`src/rtl/vtg_pkg.sv`:
```
// Shared types and colour constants for the video timing generator and its pattern source.
package vtg_pkg;

    typedef enum logic [1:0] {
        VTG_BARS  = 2'd0,
        VTG_GRID  = 2'd1,
        VTG_GRAD  = 2'd2,
        VTG_SOLID = 2'd3
    } vtg_mode_e;

    localparam logic [23:0] COL_WHITE   = 24'hFFFFFF;
    localparam logic [23:0] COL_YELLOW  = 24'hFFFF00;
    localparam logic [23:0] COL_CYAN    = 24'h00FFFF;
    localparam logic [23:0] COL_GREEN   = 24'h00FF00;
    localparam logic [23:0] COL_MAGENTA = 24'hFF00FF;
    localparam logic [23:0] COL_RED     = 24'hFF0000;
    localparam logic [23:0] COL_BLUE    = 24'h0000FF;
    localparam logic [23:0] COL_BLACK   = 24'h000000;

    function automatic logic [23:0] bar_color(input logic [2:0] idx);
        case (idx)
            3'd0:    return COL_WHITE;
            3'd1:    return COL_YELLOW;
            3'd2:    return COL_CYAN;
            3'd3:    return COL_GREEN;
            3'd4:    return COL_MAGENTA;
            3'd5:    return COL_RED;
            3'd6:    return COL_BLUE;
            default: return COL_BLACK;
        endcase
    endfunction

endpackage

```
`src/rtl/vtg_pattern.sv`:
```
// Combinational test-pattern source: maps raster position, latched mode and frame count to RGB.
module vtg_pattern
    import vtg_pkg::*;
#(
    parameter int H_ACTIVE  = 640,
    parameter int V_ACTIVE  = 480,
    parameter int CNT_W     = 12,
    parameter int GRID_LOG2 = 5
) (
    input  logic [CNT_W-1:0] h,
    input  logic [CNT_W-1:0] v,
    input  vtg_mode_e        mode,
    input  logic [23:0]      solid_rgb,
    input  logic [7:0]       frame_cnt,
    output logic [23:0]      rgb
);

    localparam int BAR_W_RAW = H_ACTIVE / 8;
    localparam int BAR_W     = (BAR_W_RAW > 0) ? BAR_W_RAW : 1;
    localparam logic [CNT_W-1:0] BAR_W_C    = CNT_W'(BAR_W);
    localparam logic [CNT_W-1:0] BAR_MAX_C  = CNT_W'(7);
    localparam logic [CNT_W-1:0] H_LAST_ACT = CNT_W'(H_ACTIVE - 1);
    localparam logic [CNT_W-1:0] V_LAST_ACT = CNT_W'(V_ACTIVE - 1);

    logic [CNT_W-1:0] bar_idx;
    logic [2:0]       bar_sel;
    logic             grid_on;

    always_comb begin
        bar_idx = h / BAR_W_C;
        // Remainder pixels past the eighth bar fold into the last (black) bar.
        bar_sel = (bar_idx > BAR_MAX_C) ? 3'd7 : bar_idx[2:0];
        grid_on = (h[GRID_LOG2-1:0] == '0) || (v[GRID_LOG2-1:0] == '0) ||
                  (h == H_LAST_ACT) || (v == V_LAST_ACT);
        rgb     = '0;
        case (mode)
            VTG_BARS:  rgb = bar_color(bar_sel);
            VTG_GRID:  rgb = grid_on ? COL_WHITE : COL_BLACK;
            VTG_GRAD:  rgb = {h[7:0], v[7:0], frame_cnt};
            VTG_SOLID: rgb = solid_rgb;
            default:   rgb = '0;
        endcase
    end

endmodule

```
`src/rtl/video_timing_gen.sv`:
```
// Parametrised raster timing generator with registered syncs, flags, coordinates and RGB.
// Define VTG_PATTERN_EN to build the test-pattern source; otherwise RGB is held at zero.
module video_timing_gen
    import vtg_pkg::*;
#(
    parameter int   H_ACTIVE  = 640,
    parameter int   H_FP      = 16,
    parameter int   H_SYNC    = 96,
    parameter int   H_BP      = 48,
    parameter int   V_ACTIVE  = 480,
    parameter int   V_FP      = 10,
    parameter int   V_SYNC    = 2,
    parameter int   V_BP      = 33,
    parameter logic HS_POL    = 1'b0,
    parameter logic VS_POL    = 1'b0,
    parameter int   CNT_W     = 12,
    parameter int   GRID_LOG2 = 5
) (
    input  logic             pixel_clock,
    input  logic             reset,
    input  logic [1:0]       pattern_mode,
    input  logic [23:0]      solid_rgb,
    output logic [CNT_W-1:0] hcnt,
    output logic [CNT_W-1:0] vcnt,
    output logic             VGA_HS,
    output logic             VGA_VS,
    output logic [7:0]       VGA_R,
    output logic [7:0]       VGA_G,
    output logic [7:0]       VGA_B,
    output logic             VGA_DE,
    output logic             VGA_HBLANK,
    output logic             VGA_VBLANK,
    output logic             frame_start,
    output logic [7:0]       frame_cnt
);

    localparam int H_TOTAL = H_ACTIVE + H_FP + H_SYNC + H_BP;
    localparam int V_TOTAL = V_ACTIVE + V_FP + V_SYNC + V_BP;
    localparam logic [CNT_W-1:0] H_LAST   = CNT_W'(H_TOTAL - 1);
    localparam logic [CNT_W-1:0] V_LAST   = CNT_W'(V_TOTAL - 1);
    localparam logic [CNT_W-1:0] H_ACT_C  = CNT_W'(H_ACTIVE);
    localparam logic [CNT_W-1:0] V_ACT_C  = CNT_W'(V_ACTIVE);
    localparam logic [CNT_W-1:0] HS_START = CNT_W'(H_ACTIVE + H_FP);
    localparam logic [CNT_W-1:0] HS_END   = CNT_W'(H_ACTIVE + H_FP + H_SYNC);
    localparam logic [CNT_W-1:0] VS_START = CNT_W'(V_ACTIVE + V_FP);
    localparam logic [CNT_W-1:0] VS_END   = CNT_W'(V_ACTIVE + V_FP + V_SYNC);

    logic [CNT_W-1:0] h;
    logic [CNT_W-1:0] v;
    logic             h_wrap;
    logic             frame_wrap;
    logic             hblank_c;
    logic             vblank_c;
    logic             de_c;
    logic             hs_c;
    logic             vs_c;
    logic             fs_c;
    logic [23:0]      rgb_c;

    assign h_wrap     = (h == H_LAST);
    assign frame_wrap = h_wrap && (v == V_LAST);
    assign hblank_c   = (h >= H_ACT_C);
    assign vblank_c   = (v >= V_ACT_C);
    assign de_c       = !hblank_c && !vblank_c;
    assign hs_c       = ((h >= HS_START) && (h < HS_END)) ? HS_POL : ~HS_POL;
    assign vs_c       = ((v >= VS_START) && (v < VS_END)) ? VS_POL : ~VS_POL;
    assign fs_c       = (h == '0) && (v == '0);

    always_ff @(posedge pixel_clock or posedge reset) begin
        if (reset) begin
            h         <= '0;
            v         <= '0;
            frame_cnt <= '0;
        end else begin
            h <= h_wrap ? '0 : h + 1'b1;
            if (h_wrap) begin
                v <= (v == V_LAST) ? '0 : v + 1'b1;
            end
            if (frame_wrap) begin
                frame_cnt <= frame_cnt + 8'd1;
            end
        end
    end

`ifdef VTG_PATTERN_EN
    vtg_mode_e   mode_q;
    logic [23:0] solid_q;
    logic [23:0] pat_rgb;

    // Pattern settings only change at the frame wrap so a frame is never torn.
    always_ff @(posedge pixel_clock or posedge reset) begin
        if (reset) begin
            mode_q  <= VTG_BARS;
            solid_q <= '0;
        end else if (frame_wrap) begin
            mode_q  <= vtg_mode_e'(pattern_mode);
            solid_q <= solid_rgb;
        end
    end

    vtg_pattern #(
        .H_ACTIVE  (H_ACTIVE),
        .V_ACTIVE  (V_ACTIVE),
        .CNT_W     (CNT_W),
        .GRID_LOG2 (GRID_LOG2)
    ) u_pattern (
        .h         (h),
        .v         (v),
        .mode      (mode_q),
        .solid_rgb (solid_q),
        .frame_cnt (frame_cnt),
        .rgb       (pat_rgb)
    );

    assign rgb_c = de_c ? pat_rgb : 24'h0;
`else
    logic unused_pattern_inputs;
    assign unused_pattern_inputs = ^{pattern_mode, solid_rgb};
    assign rgb_c = 24'h0;
`endif

    // Output stage: everything derived from (h, v) is registered together.
    always_ff @(posedge pixel_clock or posedge reset) begin
        if (reset) begin
            hcnt                  <= '0;
            vcnt                  <= '0;
            VGA_HS                <= ~HS_POL;
            VGA_VS                <= ~VS_POL;
            VGA_HBLANK            <= 1'b1;
            VGA_VBLANK            <= 1'b1;
            VGA_DE                <= 1'b0;
            frame_start           <= 1'b0;
            {VGA_R, VGA_G, VGA_B} <= '0;
        end else begin
            hcnt                  <= h;
            vcnt                  <= v;
            VGA_HS                <= hs_c;
            VGA_VS                <= vs_c;
            VGA_HBLANK            <= hblank_c;
            VGA_VBLANK            <= vblank_c;
            VGA_DE                <= de_c;
            frame_start           <= fs_c;
            {VGA_R, VGA_G, VGA_B} <= rgb_c;
        end
    end

endmodule

```
`config.mk`:
```
export PLATFORM = sky130hd
export DESIGN_NAME = video_timing_gen
export DESIGN_NICKNAME = d
export VERILOG_FILES = /design/src/rtl/vtg_pkg.sv /design/src/rtl/vtg_pattern.sv /design/src/rtl/video_timing_gen.sv
export SDC_FILE = /design/constraint.sdc
export NUM_CORES = 1
export LEC_CHECK = 0
export CAP_MARGIN = 20
export CORE_MARGIN = 2
export CORE_UTILIZATION = 49
export CTS_CLUSTER_DIAMETER = 200
export DETAILED_ROUTE_END_ITERATION = 8
export PLACE_DENSITY = 0.82
export SLEW_MARGIN = 20
export SYNTH_ARGS = -nofsm -noshare
export SYNTH_HDL_FRONTEND = slang
export SYNTH_SLANG_ARGS = --single-unit
```
`constraint.sdc`:
```
create_clock -name pixel_clock -period 6.2 [get_ports pixel_clock]
set_input_delay 1.24 -clock pixel_clock [delete_from_list [all_inputs] [get_ports pixel_clock]]
set_output_delay 1.24 -clock pixel_clock [all_outputs]
set_load 0.05 [all_outputs]
```
==> results of run 1 <==
layout by cell type (no fill, tap or decap), drive strengths merged, types with 4 or more instances in the layout:
cell,Yosys,routed
dfrtp,58,58
clkdlybuf4s50,0,39
conb,1,24
nor2,19,19
nand2,17,17
o21ai,14,14
clkbuf,2,11
nand3,10,10
nand4,10,10
xor2,9,9
xnor2,8,8
inv,8,8
nor3,7,7
or3,5,5
o31ai,5,5
ha,5,5
dfstp,4,4
nor4,4,4
or4,4,4
registers in the layout, indices dropped and copies added, names as in the netlist, 8 cells and up:
name and cells:
v 12, hcnt 12, frame_cnt 8, vcnt 12
h 12
worst reg2reg max path, cell delays in order (launching register included):
cell and delay, ns:
dfrtp_1 0.45, inv_1 0.10, ha_1 0.15, or4b_4 0.48, nor4_4 0.59, and2_1 0.33
mux2_2 0.36
metal layers:
metal | vias to the layer above | GRT usage (%) | share of wire, % | wire, um
met5 | - | 0 | 0 | 0
met1 | 825 | 20.3 | 44 | 1980
li1 | 838 | - | - | -
met3 | 14 | 3.79 | 7.0 | 314
met2 | 83 | 23.5 | 46 | 2040
met4 | 0 | 11.9 | 3.4 | 153
final cells by class:
class,instances,area share [%]
flip-flops and latches,62,48.2
multi-input cells,158,30.3
repair buffers,40,12.3
clock buffers,11,4.69
well taps,72,2.79
inverters,8,0.931
clock inverters,4,0.698
power groups by stage:
stage               sequential (uW)  clock (uW)  combinational (uW)
floorplan                       412           0                49.2
global placement                412           0                40.1
detailed placement              412           0                40.2
CTS                             405         315                40.2
global route                    404         329                42.4
finish                          405         305                39.9
metrics by stage:
stage	setup WS, ns	utilization (%)	instance area [um^2]	hold WS [ns]	std cells
6_report	3.30	59.3	3230	0.445	355
5_1_grt	3.27	59.3	3230	0.476	355
4_1_cts	3.29	59.3	3230	0.448	355
3_5_place_dp	3.62	56.1	3050	0.423	340
3_3_place_gp	3.65	56.1	3050	0.424	340
2_1_floorplan	3.43	-	2800	0.352	259
worst paths after layout:
check,cells after the start,end,start
worst max-delay path,1,VGA_HS,VGA_HS
worst min-delay path,0,vcnt[11],v[11]
worst max register to register,6,frame_cnt[1],v[1]
worst min register to register,0,vcnt[11],v[11]
max in group asynchronous,3,v[1],reset
min in group asynchronous,3,hcnt[8],reset
cell families (layout without fill, tap and decap cells):
family / Yosys count / in the layout / share of synthesized area (%)
buf+inv: 39 / 63 / 9.86
mux: 1 / 1 / 0.415
compound gates: 22 / 22 / 4.61
simple gates: 89 / 89 / 19.9
xor+xnor: 17 / 17 / 5.48
fa+ha+maj: 5 / 5 / 2.30
flops: 62 / 62 / 57.3
other cells: 1 / 24 / 0.138
==> impl_results.md, run 1 <==
* RSZ-0062 raised after global routing: no
* Power Density at 232 nW/um^2
* Endpoint class of the critical path: output pin
* Largest net degree at the start of global routing at 63
* Die H at 78.5 um
* Detail Placement HPWL at 3010 um
* Clk_skew at 0.00276 ns
* Area occupied by multi-input gates at 978 um^2
* Switching power at 182 uW
* Port buffer count at 39
* Final WL at 4490 um
* Post-cts resize count at 0
* Critical Path Max Stage Delay at 0.79 ns
* Flop pwr share at 54.0%
* Cell count after synthesis at 236
* Tcrit/Tclk final at 46.7%
* Clock group share of total power at 40.7%
* Max-slew headroom at 51.6%
* Hold Path Class: reg -> reg
* Status: finished, final reports clean
* Initial antenna violation count at 0
* Area growth from synthesis to layout at 18.8%
* Leakage power at 0.00146 uW
* Worst-path clk slew at 0.06 ns
* # rows at 27
* Initial DRT Pass Iterations at 4
* GR Overflow Total at 0
* Minimum clock period after layout at 2.90 ns
* Hold Vio Cnt, Final at 0
* Inserted Clock Buffers at 9
* Layout cells sized above 1 at 11.7%
* CTS tree: yes
* Area contributors post-synth: dfrtp_1 53%, buf_4 6.6%, dfstp_2 3.9%
* Clock Latency Late Sink at 0.33 ns
* Synth Flop Type: dfrtp_1
* CP top delay family: buffers and inverters
* Worst slew pin tran at 0.726 ns
* Leading area contributor after synthesis: dfrtp_1
* Most frequent cell after synthesis: dfrtp_1
* Max Fclk at 345 MHz
* Setup TNS Final at 0 ns
* ANT cells at 0
* Share of flip-flops with an asynchronous set or reset at 100%
* Sw frac at 24.3%
* Routability cong. at 0.820
* CP startpoint kind: register
* Starting Density at 49.9%
* Clk sinks at 62
* CTS root buffer: clkbuf_8
* CORE AREA at 5440 um^2
* Cell chain of the critical path: clkdlybuf4s50_1
* Design Power at 750 uW
* Reg area at 1560 um^2
* Final Slew Violations at 0
* Remaining antenna violation count after routing at 0
* DRC violations left at 0
* # fillers at 462
* Synthesized area per cell at 11.5 um^2
* Post-synth top area share at 53.4%
* Setup violators final at 0
* Top post-synthesis cells by count: 58 x dfrtp_1, 24 x buf_4, 19 x nor2_1
* Synthesis-stage register bit count at 62
* Vias/cell at 4.96
* MaxCap Viol Count at 0
* Crit path buffers/inverters at 1
* IO Count at 90
* Post-CTS Setup Inserts at 0
* Drt wl/cell at 12.6 um
* Total track usage at 15.9%
* Post-synth EDFFs at 0
* WS Path Type: reg -> out
* CP max FO at 1
* H-tree levels at 3
* Die Wd at 78.5 um
* R2R setup slack at 3.63 ns
* Slowest CP cell: clkdlybuf4s50_1
* Synth warnings at 0
* Drt first-iter violations at 157
* Part of the power in combinational logic at 5.3%
* DR vias at 1760
* Global-route wire length before repair at 7380 um
* Final nets at 312
* Mapped cell area at 2720 um^2
* Die area at 6160 um^2
* Critical Path AT at 1.66 ns
* Peak VDD IR at 0.154 mV
* Req. time, crit path at 4.96 ns
* Int Pwr at 568 uW
* Share of the yosys chip area belonging to registers at 57.3%
* Unique masters post-synth at 38
* Bufs on Longest Clock Path at 2
* Hold_buf cts at 0
* Vias in the first global route at 1578
No activity file was read; power rests on OpenSTA's default activity.
==> run 2, diff against run 1 <==
--- a/config.mk
+++ b/config.mk
@@ -7,10 +7,10 @@
 export LEC_CHECK = 0
 export CAP_MARGIN = 20
 export CORE_MARGIN = 2
-export CORE_UTILIZATION = 49
+export CORE_UTILIZATION = 41
 export CTS_CLUSTER_DIAMETER = 200
 export DETAILED_ROUTE_END_ITERATION = 8
-export PLACE_DENSITY = 0.82
+export PLACE_DENSITY = 0.73
 export SLEW_MARGIN = 20
 export SYNTH_ARGS = -nofsm -noshare
 export SYNTH_HDL_FRONTEND = slang
==> constraint.sdc (replaced) <==
create_clock -name pixel_clock -period 2.65 [get_ports pixel_clock]
set_input_delay 0.53 -clock pixel_clock [delete_from_list [all_inputs] [get_ports pixel_clock]]
set_output_delay 0.53 -clock pixel_clock [all_outputs]
set_load 0.05 [all_outputs]
==> impl_results.md, run 2 (synthesis results as in run 1) <==
* Status: finished, final reports clean
* Post-cts resize count at 0 (unchanged)
* Power Density at 556 nW/um^2 (+140%)
* Max-slew headroom at 63.3% (+12 points)
* Critical Path Max Stage Delay at 0.48 ns (-0.31 ns)
* Inserted Clock Buffers at 9 (unchanged)
* Layout cells sized above 1 at 12.9% (+1.2 points)
* Area growth from synthesis to layout at 20.9%
* Tcrit/Tclk final at 83.9%
* Bufs on Longest Clock Path at 2 (unchanged)
* Peak VDD IR at 0.350 mV (+130%)
* Final nets at 315 (+0.96%)
* Vias in the first global route at 1694 (+7.4%)
* Commonest non-fill, non-tap cell in the layout: dfrtp_1
* CTS root buffer: clkbuf_8
* Slowest CP cell: or4b_4
* Int Pwr at 1380 uW (+140%)
* Area occupied by multi-input gates at 978 um^2 (unchanged)
* Post-CTS Setup Inserts at 0 (unchanged)
* DR vias at 1755 (-0.28%)
* CORE AREA at 6390 um^2 (+17%)
* CP max FO at 10 (+9)
* Clock Latency Late Sink at 0.34 ns (about the same)
* CTS tree: yes
* WS Path Type: reg -> reg
* Final Slew Violations at 0 (unchanged)
* IO Count at 90 (unchanged)
* Global-route wire length before repair at 7900 um (+7.1%)
* Cell chain of the critical path: inv_1 > ha_1 > or4b_4 > nor4_4 > buf_4 > nand4_2 > nor2_1 > xor2_1
* Total track usage at 14.3% (-1.7 points)
* Clock group share of total power at 42.8% (+2.1 points)
* Endpoint class of the critical path: register
* Vias/cell at 4.82 (-2.7%)
* Max Fclk at 450 MHz
* Sw frac at 24.5% (+0.25 points)
* ANT cells at 0 (unchanged)
* # rows at 29 (+7.4%)
* Clk_skew at 0.00564 ns (+0.00287 ns)
* Minimum clock period after layout at 2.22 ns
* Largest net degree at the start of global routing at 39 (-38%)
* Clk sinks at 62 (unchanged)
* CP top delay family: simple AND/OR/NAND/NOR gates
* Remaining antenna violation count after routing at 0 (unchanged)
* Routability cong. at 0.863 (+5.1%)
* Initial antenna violation count at 0 (unchanged)
* Initial DRT Pass Iterations at 4 (unchanged)
* H-tree levels at 3 (unchanged)
* GR Overflow Total at 0 (unchanged)
* Req. time, crit path at 2.91 ns (-2.05 ns)
* Leakage power at 0.00148 uW (+1.7%)
* Drt wl/cell at 13.0 um (+3.0%)
* Crit path buffers/inverters at 2 (+1)
* Setup TNS Final at 0 ns (unchanged)
* CP startpoint kind: register
* MaxCap Viol Count at 0 (unchanged)
* Detail Placement HPWL at 3240 um (+7.4%)
* Critical Path AT at 2.48 ns (+0.82 ns)
* Reg area at 1560 um^2 (unchanged)
* Hold Vio Cnt, Final at 0 (unchanged)
* DRC violations left at 0 (unchanged)
* Setup violators final at 0 (unchanged)
* Hold_buf cts at 0 (unchanged)
* Drt first-iter violations at 93 (-41%)
* Switching power at 448 uW (+150%)
* Worst slew pin tran at 0.550 ns (-0.176 ns)
* Die Wd at 85.4 um (+8.8%)
* Final WL at 4740 um (+5.6%)
* # fillers at 554 (+20%)
* Die H at 85.4 um (+8.8%)
* Design Power at 1830 uW (+140%)
* Most frequent cells in the layout: 58 x dfrtp_1, 39 x clkdlybuf4s50_1, 24 x conb_1, 19 x nor2_1, 16 x nand2_1
* Starting Density at 42.5% (-7.4 points)
* Worst-path clk slew at 0.06 ns (about the same)
* Flop pwr share at 51.9% (-2.1 points)
* Part of the power in combinational logic at 5.3% (about the same)
* Hold Path Class: reg -> reg
* RSZ-0062 raised after global routing: no
* Min Hold Slack at 0.454 ns (+0.00815 ns)
* Port buffer count at 39 (unchanged)
* Die area at 7290 um^2 (+18%)
## run 2: stage by stage
stage | utilization [%] | cells | area, um^2 | setup slack [ns]
CTS | 51.4 | 364 | 3280 | 0.394
floorplan | - | 259 | 2800 | 0.574
global route | 51.4 | 364 | 3280 | 0.263
global placement | 48.5 | 348 | 3090 | 0.475
finish | 51.4 | 364 | 3280 | 0.427
detailed placement | 48.5 | 348 | 3090 | 0.419
## run 2: path summary, 6_finish.rpt
path / start / end / slack, ns / cells after the start
worst min-delay path: v[11] / vcnt[11] / 0.45 / 0
worst max-delay path: v[1] / frame_cnt[6] / 0.43 / 8
min in group asynchronous: reset / hcnt[7] / 0.56 / 2
worst max register to register: v[1] / frame_cnt[6] / 0.43 / 8
worst min register to register: v[11] / vcnt[11] / 0.45 / 0
max in group asynchronous: reset / VGA_VS / 1.44 / 3
## run 2: metal layers
layer	up-vias	share of wire, %	GRT usage [%]
met4	0	2.7	8.80
li1	852	-	-
met5	-	0	0
met2	62	44	21.3
met3	11	5.4	4.18
met1	830	47	18.3
## run 2: power groups by stage
stage          Clock, uW  Combinational [uW]  Sequential, uW
2_1_floorplan          0                 115             964
3_3_place_gp           0                96.8             964
3_5_place_dp           0                97.5             964
4_1_cts              806                97.6             946
5_1_grt              847                 103             946
6_report             782                96.8             947
## run 2: worst register-to-register path, stage by stage, from the launching register on
cell     delay (ns)
dfrtp_1        0.46
inv_1          0.10
ha_1           0.13
or4b_4         0.48
nor4_4         0.27
buf_4          0.22
nand4_2        0.15
nor2_1         0.16
xor2_1         0.16
## run 2: layout make-up
type / count / share of cell area, %
clock buffer: 9 / 3.77
sequential: 62 / 47.4
clock inverter: 7 / 1.98
tap: 77 / 2.93
timing repair buffer: 43 / 13.2
multi-input combinational: 158 / 29.8
inverter: 8 / 0.915
==> run 3, diff against run 2 <==
--- a/config.mk
+++ b/config.mk
@@ -7,10 +7,10 @@
 export LEC_CHECK = 0
 export CAP_MARGIN = 20
 export CORE_MARGIN = 2
-export CORE_UTILIZATION = 41
+export CORE_UTILIZATION = 46
 export CTS_CLUSTER_DIAMETER = 200
 export DETAILED_ROUTE_END_ITERATION = 8
-export PLACE_DENSITY = 0.73
+export PLACE_DENSITY = 0.77
 export SLEW_MARGIN = 20
 export SYNTH_ARGS = -nofsm -noshare
 export SYNTH_HDL_FRONTEND = slang
==> constraint.sdc (replaced) <==
create_clock -name pixel_clock -period 2.3 [get_ports pixel_clock]
set_input_delay 0.46 -clock pixel_clock [delete_from_list [all_inputs] [get_ports pixel_clock]]
set_output_delay 0.46 -clock pixel_clock [all_outputs]
set_load 0.05 [all_outputs]
==> impl_results.md, run 3 (synthesis results as in run 1) <==
* Status: finished, final reports clean
* Clk sinks at 62 (unchanged)
* Remaining antenna violation count after routing at 0 (unchanged)
* Minimum clock period after layout at 2.11 ns (-0.111 ns)
* Reg area at 1560 um^2 (unchanged)
* Hold Path Class: reg -> reg
* Min Hold Slack at 0.436 ns (-0.0181 ns)
* Leakage power at 0.00152 uW (+2.4%)
* Endpoint class of the critical path: register
* Bufs on Longest Clock Path at 2 (unchanged)
* ANT cells at 0 (unchanged)
* Post-CTS Setup Inserts at 0 (unchanged)
* Area occupied by multi-input gates at 978 um^2 (unchanged)
* Post-cts resize count at 0 (unchanged)
* Critical Path AT at 2.35 ns (-0.13 ns)
* Drt first-iter violations at 133 (+43%)
* Worst-path clk slew at 0.06 ns (about the same)
* Initial DRT Pass Iterations at 5 (+1)
* Detail Placement HPWL at 3330 um (+3.0%)
* Peak VDD IR at 0.379 mV (+8.4%)
* GR Overflow Total at 0 (unchanged)
* Vias/cell at 4.90 (+1.7%)
* Area growth from synthesis to layout at 22.6%
* Die Wd at 80.8 um (-5.3%)
* Routability cong. at 0.863 (about the same)
* WS Path Type: reg -> reg
* H-tree levels at 3 (unchanged)
* CP startpoint kind: register
* Final Slew Violations at 0 (unchanged)
* CTS root buffer: clkbuf_8
* Total track usage at 15.7% (+1.4 points)
* Layout cells sized above 1 at 13.3% (+0.42 points)
* CP max FO at 10 (unchanged)
* DRC violations left at 0 (unchanged)
* Setup WS post-layout at 0.188 ns (-0.239 ns)
* # rows at 27 (-6.9%)
* MaxCap Viol Count at 0 (unchanged)
* Global-route wire length before repair at 7700 um (-2.5%)
* CTS tree: yes
* Setup violators final at 0 (unchanged)
* Starting Density at 48.4% (+5.9 points)
* Die H at 80.8 um (-5.3%)
* # fillers at 473 (-15%)
* Port buffer count at 39 (unchanged)
* Most frequent cells in the layout: 58 x dfrtp_1, 39 x clkdlybuf4s50_1, 24 x conb_1, 19 x nor2_1, 16 x nand2_1
* Place WS at 0.173 ns (-0.246 ns)
* Hold_buf cts at 0 (unchanged)
* IO Count at 90 (unchanged)
* Largest net degree at the start of global routing at 63 (+62%)
* Max-slew headroom at 65.9% (+2.6 points)
* DR vias at 1789 (+1.9%)
* Commonest non-fill, non-tap cell in the layout: dfrtp_1
* Final WL at 4700 um (-0.76%)
* Req. time, crit path at 2.54 ns (-0.37 ns)
* Die area at 6540 um^2 (-10%)
* Power Density at 639 nW/um^2 (+15%)
* Max Fclk at 473 MHz (+5.3%)
* Clock Latency Late Sink at 0.32 ns (-0.02 ns)
* CORE AREA at 5610 um^2 (-12%)
* Initial antenna violation count at 0 (unchanged)
* Clk_skew at 0.0130 ns (+0.00734 ns)
* Final nets at 321 (+1.9%)
* Worst slew pin tran at 0.508 ns (-0.0423 ns)
* Tcrit/Tclk final at 91.8% (+7.9 points)
* Vias in the first global route at 1632 (-3.7%)
* Setup TNS Final at 0 ns (unchanged)
* RSZ-0062 raised after global routing: no
* Drt wl/cell at 12.9 um (-1.0%)
* Inserted Clock Buffers at 9 (unchanged)
* Hold Vio Cnt, Final at 0 (unchanged)
==> run 3: metal layers <==
layer	up-vias	routed length (um)	global-route usage (%)
met5	-	0	0
met4	0	51	11.4
met3	4	282	3.00
met2	69	2270	22.9
met1	854	2090	20.9
li1	862	-	-
==> run 3: area by class of cell <==
cell class,count,share of cell area (%)
flip-flops and latches,62,46.7
repair buffers,49,14.4
clock buffers,15,5.00
well taps,72,2.71
clock inverters,1,0.902
inverters,8,0.902
multi-input cells,158,29.4
==> run 3: stage by stage <==
stage	power (uW)	utilization [%]	instances	cell area [um^2]
after global placement	1220	55.9	349	3130
after global routing	2210	59.4	365	3330
after CTS	2150	59.4	365	3330
after floorplan	1240	-	259	2800
after detailed placement	1220	55.9	349	3130
final	2130	59.4	365	3330
==> run 3: where the power goes <==
group          switching (uW)  total, uW  internal (uW)
clock                     362        924            562
sequential                  0       1090           1090
combinational             106        111           5.26
==> run 3: path summary, 6_finish.rpt <==
| kind | end | cells past startpoint | slack [ns] | from |
|---|---|---|---|---|
| worst max-delay path | frame_cnt[6] | 8 | 0.19 | v[1] |
| worst min-delay path | vcnt[11] | 0 | 0.44 | v[11] |
| worst max register to register | frame_cnt[6] | 8 | 0.19 | v[1] |
| worst min register to register | vcnt[11] | 0 | 0.44 | v[11] |
| max in group asynchronous | VGA_VS | 3 | 1.47 | reset |
| min in group asynchronous | hcnt[10] | 3 | 0.49 | reset |
==> run 3: critical path, stage by stage (launching register included) <==
cell and delay (ns):
dfrtp_1 0.39, inv_1 0.08, ha_1 0.13, or4b_4 0.48, nor4_4 0.27, buf_4 0.21, nand4_2 0.14, nor2_1 0.16
xor2_1 0.17
